**config.mk**
```make
export PLATFORM = sky130hd
export DESIGN_NAME = alu_result_disp
export DESIGN_NICKNAME = d
export VERILOG_FILES = /design/src/rtl/alu_result_disp.sv
export SDC_FILE = /design/constraint.sdc
export NUM_CORES = 1
export LEC_CHECK = 0
export CAP_MARGIN = 15
export CORE_UTILIZATION = 45
export DETAILED_ROUTE_END_ITERATION = 16
export PLACE_DENSITY = 0.72
export SYNTH_ARGS = -nofsm -noshare
export SYNTH_HDL_FRONTEND = slang
export SYNTH_SLANG_ARGS = --single-unit
```
**constraint.sdc**
```tcl
create_clock -name clk -period 6.5 [get_ports clk]
set_clock_uncertainty 0.2 [all_clocks]
set_input_delay 1.3 -clock clk [delete_from_list [all_inputs] [get_ports clk]]
set_output_delay 1.3 -clock clk [all_outputs]
set_load 0.02 [all_outputs]
```
**src/rtl/alu_result_disp.sv**
```systemverilog
// ============================================================================
// Module      : alu_result_disp
// Description : Display stage for the 4-bit signed ALU. Captures one result
//               per valid/ready handshake, holds it for a minimum display
//               time and drives a 3-digit multiplexed active-low 7-segment
//               display (func code, sign, magnitude).
//               Optional macro ALU_DISP_BLINK_EN: blink the display when the
//               captured flag is set.
// Revision    : 1.0 - initial release
// ============================================================================
`default_nettype none

module alu_result_disp #(
    parameter int SCAN_DIV    = 1000,      // cycles per digit, >= 2
    parameter int HOLD_CYCLES = 50000000   // cycles in_ready stays low, >= 1
) (
    input  logic       clk,
    input  logic       rst,                // asynchronous, active-low
    input  logic       in_valid,
    output logic       in_ready,
    input  logic [3:0] in_result,
    input  logic [2:0] in_func,
    input  logic       in_flag,
    output logic [7:0] seg_n,
    output logic [2:0] an_n,
    output logic       flag_led
);

    localparam int                c_HOLD_W    = $clog2(HOLD_CYCLES + 1);
    localparam int                c_PRE_W     = $clog2(SCAN_DIV);
    localparam logic [c_HOLD_W-1:0] c_HOLD_LOAD = c_HOLD_W'(HOLD_CYCLES);
    localparam logic [c_PRE_W-1:0]  c_PRE_MAX   = c_PRE_W'(SCAN_DIV - 1);

    // Digit index encoding
    localparam logic [1:0] c_DIG_MAG  = 2'd0;
    localparam logic [1:0] c_DIG_SIGN = 2'd1;
    localparam logic [1:0] c_DIG_FUNC = 2'd2;

    localparam logic [7:0] c_SEG_BLANK = 8'hFF;
    localparam logic [7:0] c_SEG_MINUS = 8'hBF;

    logic [3:0]          r_result;
    logic [2:0]          r_func;
    logic                r_flag;
    logic [c_HOLD_W-1:0] r_hold;
    logic [c_PRE_W-1:0]  r_pre;
    logic [1:0]          r_idx;
    logic [7:0]          r_seg_n;
    logic [2:0]          r_an_n;

    logic                w_capture;
    logic                w_pre_wrap;
    logic                w_blank;
    logic                w_is_arith;
    logic [3:0]          w_mag;
    logic [3:0]          w_mag_val;
    logic [7:0]          w_seg_next;
    logic [2:0]          w_an_next;

    // Hex digit to active-low segment pattern; dp (bit 7) always off
    function automatic logic [7:0] f_seg7(input logic [3:0] v);
        logic [7:0] s;
        case (v)
            4'h0: s = 8'hC0;
            4'h1: s = 8'hF9;
            4'h2: s = 8'hA4;
            4'h3: s = 8'hB0;
            4'h4: s = 8'h99;
            4'h5: s = 8'h92;
            4'h6: s = 8'h82;
            4'h7: s = 8'hF8;
            4'h8: s = 8'h80;
            4'h9: s = 8'h90;
            4'hA: s = 8'h88;
            4'hB: s = 8'h83;
            4'hC: s = 8'hC6;
            4'hD: s = 8'hA1;
            4'hE: s = 8'h86;
            default: s = 8'h8E;
        endcase
        return s;
    endfunction

    assign in_ready   = (r_hold == '0);
    assign w_capture  = in_valid && in_ready;
    assign w_pre_wrap = (r_pre == c_PRE_MAX);
    assign flag_led   = r_flag;
    assign seg_n      = r_seg_n;
    assign an_n       = r_an_n;

    // Capture register: latched only on an accepted handshake
    always_ff @(posedge clk or negedge rst) begin
        if (!rst) begin
            r_result <= 4'd0;
            r_func   <= 3'd0;
            r_flag   <= 1'b0;
        end else if (w_capture) begin
            r_result <= in_result;
            r_func   <= in_func;
            r_flag   <= in_flag;
        end
    end

    // Hold counter: in_ready is low while non-zero
    always_ff @(posedge clk or negedge rst) begin
        if (!rst) begin
            r_hold <= '0;
        end else if (w_capture) begin
            r_hold <= c_HOLD_LOAD;
        end else if (r_hold != '0) begin
            r_hold <= r_hold - 1'b1;
        end
    end

    // Scan prescaler and digit index, independent of captures
    always_ff @(posedge clk or negedge rst) begin
        if (!rst) begin
            r_pre <= '0;
            r_idx <= c_DIG_MAG;
        end else if (w_pre_wrap) begin
            r_pre <= '0;
            r_idx <= (r_idx == c_DIG_FUNC) ? c_DIG_MAG : r_idx + 2'd1;
        end else begin
            r_pre <= r_pre + 1'b1;
        end
    end

`ifdef ALU_DISP_BLINK_EN
    logic [7:0] r_round;

    // Round counter: one count per full 3-digit scan
    always_ff @(posedge clk or negedge rst) begin
        if (!rst) begin
            r_round <= 8'd0;
        end else if (w_pre_wrap && (r_idx == c_DIG_FUNC)) begin
            r_round <= r_round + 8'd1;
        end
    end

    assign w_blank = r_round[7] & r_flag;
`else
    assign w_blank = 1'b0;
`endif

    // Digit content decode from the captured data
    always_comb begin
        w_is_arith = (r_func[2:1] == 2'b00);
        // Magnitude of a 4-bit two's complement value; -8 yields 8, which
        // fits the unsigned 4-bit result, so no fifth bit is carried.
        w_mag      = r_result[3] ? (4'd0 - r_result) : r_result;
        if (w_is_arith) begin
            w_mag_val = w_mag;
        end else if (r_func[2:1] == 2'b11) begin
            w_mag_val = {3'b000, r_flag};
        end else begin
            w_mag_val = r_result;
        end

        case (r_idx)
            c_DIG_MAG:  w_seg_next = f_seg7(w_mag_val);
            c_DIG_SIGN: w_seg_next = (w_is_arith && r_result[3]) ? c_SEG_MINUS : c_SEG_BLANK;
            c_DIG_FUNC: w_seg_next = f_seg7({1'b0, r_func});
            default:    w_seg_next = c_SEG_BLANK;
        endcase

        case (r_idx)
            c_DIG_MAG:  w_an_next = 3'b110;
            c_DIG_SIGN: w_an_next = 3'b101;
            c_DIG_FUNC: w_an_next = 3'b011;
            default:    w_an_next = 3'b111;
        endcase
        if (w_blank) begin
            w_an_next = 3'b111;
        end
    end

    // Registered display outputs, one cycle behind index/data
    always_ff @(posedge clk or negedge rst) begin
        if (!rst) begin
            r_seg_n <= c_SEG_BLANK;
            r_an_n  <= 3'b111;
        end else begin
            r_seg_n <= w_seg_next;
            r_an_n  <= w_an_next;
        end
    end

endmodule

`default_nettype wire

```
# Yosys cells after proc, flatten, opt, wreduce, memory -nomap -nowiden
# Memories as Yosys holds them, arrays and structs flattened.
# Index checks and enable logic that the tools add are counted.
totals:
  register_bits: 57
  n_memories: 2
  input_bits: 11
  elab_cells: 35
  romBits: 168
mem_list:
  columns: ["memory", "depth", "word_bits", "rd", "rd_ports_with_merged_regs", "wr", "line", "rtl"]
  rows:
  - ["(name not given)", 16, 7, 1, 0, 0, "63", "case (v)"]
  - ["(name not given)", 8, 7, 1, 0, 0, "63", null]
classes:
  add_sub_neg: 4
  reduce_logical: 7
  muxes: 10
  eq_ne: 4
ops:
  columns: ["operator", "n"]
  rows:
  - ["26-bit two-way mux", 2]
  - ["26-bit logical NOT", 1]
  - ["26-bit nonzero test", 1]
  - ["26-bit by 1-bit subtractor with 26-bit output, second input constant", 1]
  - ["8-bit one-hot mux with 3 select lines", 1]
  - ["4-bit two-way mux", 3]
  - ["10-bit by 1-bit adder with 10-bit output, second input constant", 1]
  - ["10-bit equality test, second input constant", 1]
  - ["10-bit two-way mux", 1]
  - ["3-bit one-hot mux with 3 select lines", 1]
  - ["7-bit two-way mux", 1]
  - ["2-bit equality test, second input constant", 2]
  - ["2-bit logical NOT", 2]
  - ["1-bit by 4-bit subtractor with 4-bit output, first input constant", 1]
  - ["2-bit by 1-bit adder with 2-bit output, second input constant", 1]
  - ["2-bit by 1-bit equality test with 1-bit output, second input constant", 1]
  - ["1-bit logical AND", 2]
  - ["2-bit two-way mux", 1]
  - ["2-bit nonzero test", 1]

# Longest topological paths before layout
# An unclocked memory read counts as a cell.
depth:
  depth_word: 5
  depth_mapped: 11

# Worst setup path after synthesis
# Ideal clock, no wire load.
synth_path:
  path_kind: "flip-flop to output port"
  start: "register r_hold[7]"
  end: "output in_ready"
  arrival_time_ns: 2.070
  path_stages_with_launch: 7
  required_time_ns: 5.000
  n_path_buf: 1
  setup_slack_ns: 2.930
  path_cell_list: "dfrtp_1 -> or4_4 -> or4_1 -> nor2_1 -> nand2_2 -> inv_2 -> buf_2"
synth_via:
  elab_chain_len: 1
synth_rtl:
  columns: ["element", "line", "rtl"]
  rows:
  - ["start, declared", "45", "logic [c_HOLD_W-1:0] r_hold;"]
  - ["start signal, assigned", "109", "r_hold <= c_HOLD_LOAD;"]
  - ["start signal, assigned", "111", "r_hold <= r_hold - 1'b1;"]
  - ["26-bit logical NOT", "84", "assign in_ready = (r_hold == '0);"]
  - ["end, declared", "20", "output logic in_ready,"]
# Every way passes these cells.

# Worst setup path after layout
# Ends and elaborated chain as after synthesis.

==> results.cfg <==
[clock_tree]
cts_tree = built
root_buffer = clkbuf_8
post_cts_resized = 0
h-tree-depth = 2
cts_buffer_depth = 2
cts_buffers = 5
clock_latency_ns = 0.31
cts.clk_slew.worst_paths_ns = 0.10
hold_buffers = 0
clock-sinks = 56
post_cts_buffers = 0

[worst_hold_path]
hold_class = reg -> reg

[global_route]
overflow = 0
grt_pass1_vias = 2048
grt_use_total = 0.1749
grt_pass1_wl_um = 9163
grt_max_degree = 57
antenna_found_initial = 0

[drt]
detail-route-antenna-nets = 0
drt_wl_total_um = 5257
vias = 2199
met1Wirelength_um = 2492
wl_per_cell_um = 13.38
wl_met2_um = 2500
highest_layer = met4
wl_met3_um = 176
viasPerCell = 5.595
drt-initial-drc-count = 130
drc = 0
first_pass_iters = 4

[die]
die_w_um = 82.78
die_y_um = 82.78
initial_core_util = 0.4651
ioPinCount = 24
floorplan.core_area_mm2 = 0.006314
dieArea_mm2 = 0.006853
num_rows = 29

[setup_path]
crit_path_end = in_ready
r2r_start = r_hold[7]
reg2reg_depth = 7
arrival_ns = 3.22
regToRegSetupSlack_ns = 3.41
cp-end-kind = primary output
reg2reg_to = r_result[2]
setup.worst_path.start_class = flip-flop
required_ns = 5.00
path_class = reg -> out
crit_path_start = r_hold[7]
crit_fanout = 25

[synth]
yosysWarnings = 0
synth.distinct_cells = 52
synthFlopType = dfrtp_1
synth_cells = 293
synth_nets = 312
async_flop_share = 1.000
ys_seq_area_frac = 0.4815
synth_edf_count = 0
syn_area_per_cell_um2 = 10.02
syn_area_mm2 = 0.002937
ys_seq_elements = 56

[timing]
tightest_slew_ns = 0.8981
whs_ns = 0.2600
slew_violations = 0
timing.fmax_mhz = 211.7
setup_violations = 0
fin_ws_ns = 1.777
finalSetupTns_ns = 0
rsz0062_at_grt = no
post-route-period-util = 0.7266
relSlewSlack = 0.3997
hold_viol_final = 0
period_needed_ns = 4.723

[pwr]
p_per_area_mw_per_mm2 = 168.4
power_frac_comb = 0.024
seqPwrFrac = 0.626
p_clk_frac = 0.350
internal_power_w = 0.0004408
sw_frac_of_total = 0.2086
switching_power_w = 0.0001162
fin_total_pwr_w = 0.0005570
ir_drop_uv = 108.1
cellLeakagePower_nw = 1.370

[final_layout]
fillers = 580
seqCellArea_mm2 = 0.001414
area_growth_pct = 12.61
fin_nets = 334
multi_input_area_mm2 = 0.001416
layout-drive-gt1-share = 0.1266
diodes = 0

[place]
place_congestion = 0.7739
numPortBuffers = 22
dp_hpwl_um = 3726
dpl_worst_slack_ns = 2.145

[flow_run]
drv_cap = 0

[status]
outcome = finished clean
[state kept, by name, indices dropped and copies added (netlist names)]
register  flops
r_idx         2
r_result      4
an_n          3
seg_n         7
flag_led      1
r_func        3
r_pre        10
r_hold       26
[power by group through the flow]
stage | clock network, W | registers, W | logic [W]
floorplan | 0 | 0.000355 | 0.00000122
global placement | 0 | 0.000355 | 0.0000142
detailed placement | 0 | 0.000355 | 0.0000144
CTS | 0.000203 | 0.000348 | 0.0000143
global route | 0.000219 | 0.000349 | 0.0000160
finish | 0.000195 | 0.000348 | 0.0000135
[placed cells by master (no fill, tap or decap), types with 4 or more instances in the layout]
| master | count |
|---|---|
| nand2_1 | 17 |
| o21ai_0 | 16 |
| nor2_1 | 26 |
| dfrtp_1 | 46 |
| dfstp_2 | 10 |
| nor4_1 | 11 |
| a21oi_1 | 16 |
| a31oi_1 | 4 |
| nor3_1 | 8 |
| clkdlybuf4s50_1 | 21 |
| or3_1 | 8 |
| ha_1 | 8 |
| inv_1 | 14 |
| o31ai_1 | 4 |
| xnor2_1 | 4 |
| clkbuf_8 | 6 |
| a211oi_1 | 5 |
| nand3_1 | 9 |
| xor2_1 | 16 |
| mux2_2 | 10 |
| nand2b_1 | 5 |
[through the flow]
step | instance area, um^2 | cells | utilization
after floorplan | 2937 | 293 | -
after global placement | 3213 | 385 | 0.5089
after global routing | 3307 | 393 | 0.5238
after detailed placement | 3213 | 385 | 0.5089
final | 3307 | 393 | 0.5238
after CTS | 3307 | 393 | 0.5238
[how the worst min path moves through the flow]
| stage | slack, ns | cells after the start | endpoint | from |
|---|---|---|---|---|
| after floorplan | 0.23 | 1 | an_n[1] | r_idx[0] |
| after global placement | 0.25 | 1 | r_pre[0] | r_pre[0] |
| after detailed placement | 0.25 | 1 | r_pre[0] | r_pre[0] |
| after CTS | 0.26 | 1 | r_pre[0] | r_pre[0] |
| after global routing | 0.30 | 1 | r_pre[0] | r_pre[0] |
| final | 0.26 | 1 | r_pre[0] | r_pre[0] |
[routing by layer]
metal,vias to the layer above,GRT usage
li1,1103,-
met1,1038,0.2322
met2,47,0.2803
met3,11,0.03716
met4,0,0.06552
met5,-,0
[final cells by class]
class / instances / share of cell area
Tap cell: 77 / 0.02913
Sequential cell: 56 / 0.4275
Clock inverter: 1 / 0.002270
Timing Repair Buffer: 24 / 0.06962
Multi-Input combinational cell: 213 / 0.4283
Inverter: 15 / 0.01703
Clock buffer: 7 / 0.02611
[kinds of logic (layout without fill, tap and decap cells)]
logic type / Yosys count / in the layout / share of synthesized area
simple gates: 105 / 105 / 0.1917
compound gates: 65 / 65 / 0.1436
flops: 56 / 56 / 0.4815
buf+inv: 24 / 47 / 0.03621
xor+xnor: 20 / 20 / 0.05965
mux: 13 / 13 / 0.04857
fa+ha+maj: 9 / 9 / 0.03750
other cells: 1 / 1 / 0.001277
[critical path: stages, from the launching register on]
cell             delay, ns
dfrtp_1               0.45
or4_4                 0.58
or4_1                 0.56
nor2_1                0.19
nand2_2               0.13
inv_2                 0.32
clkdlybuf4s50_1       0.68
[synthesized netlist by cell type, types with 4 or more instances]
cell	number	share of area
a211oi_1	5	0.013
clkbuf_1	5	0.0064
nor4_1	11	0.023
dfstp_2	10	0.089
a31oi_1	4	0.0085
nor2_1	26	0.033
xor2_1	16	0.048
xnor2_1	4	0.012
o31ai_1	4	0.010
o21ai_0	16	0.027
nand2b_1	5	0.011
nand3_1	9	0.015
nor3_1	8	0.014
a21oi_1	16	0.027
or3_1	8	0.017
dfrtp_1	46	0.39
inv_1	14	0.018
ha_1	8	0.034
mux2_2	10	0.038
nand2_1	17	0.022
(Power assumes the default switching activity.)
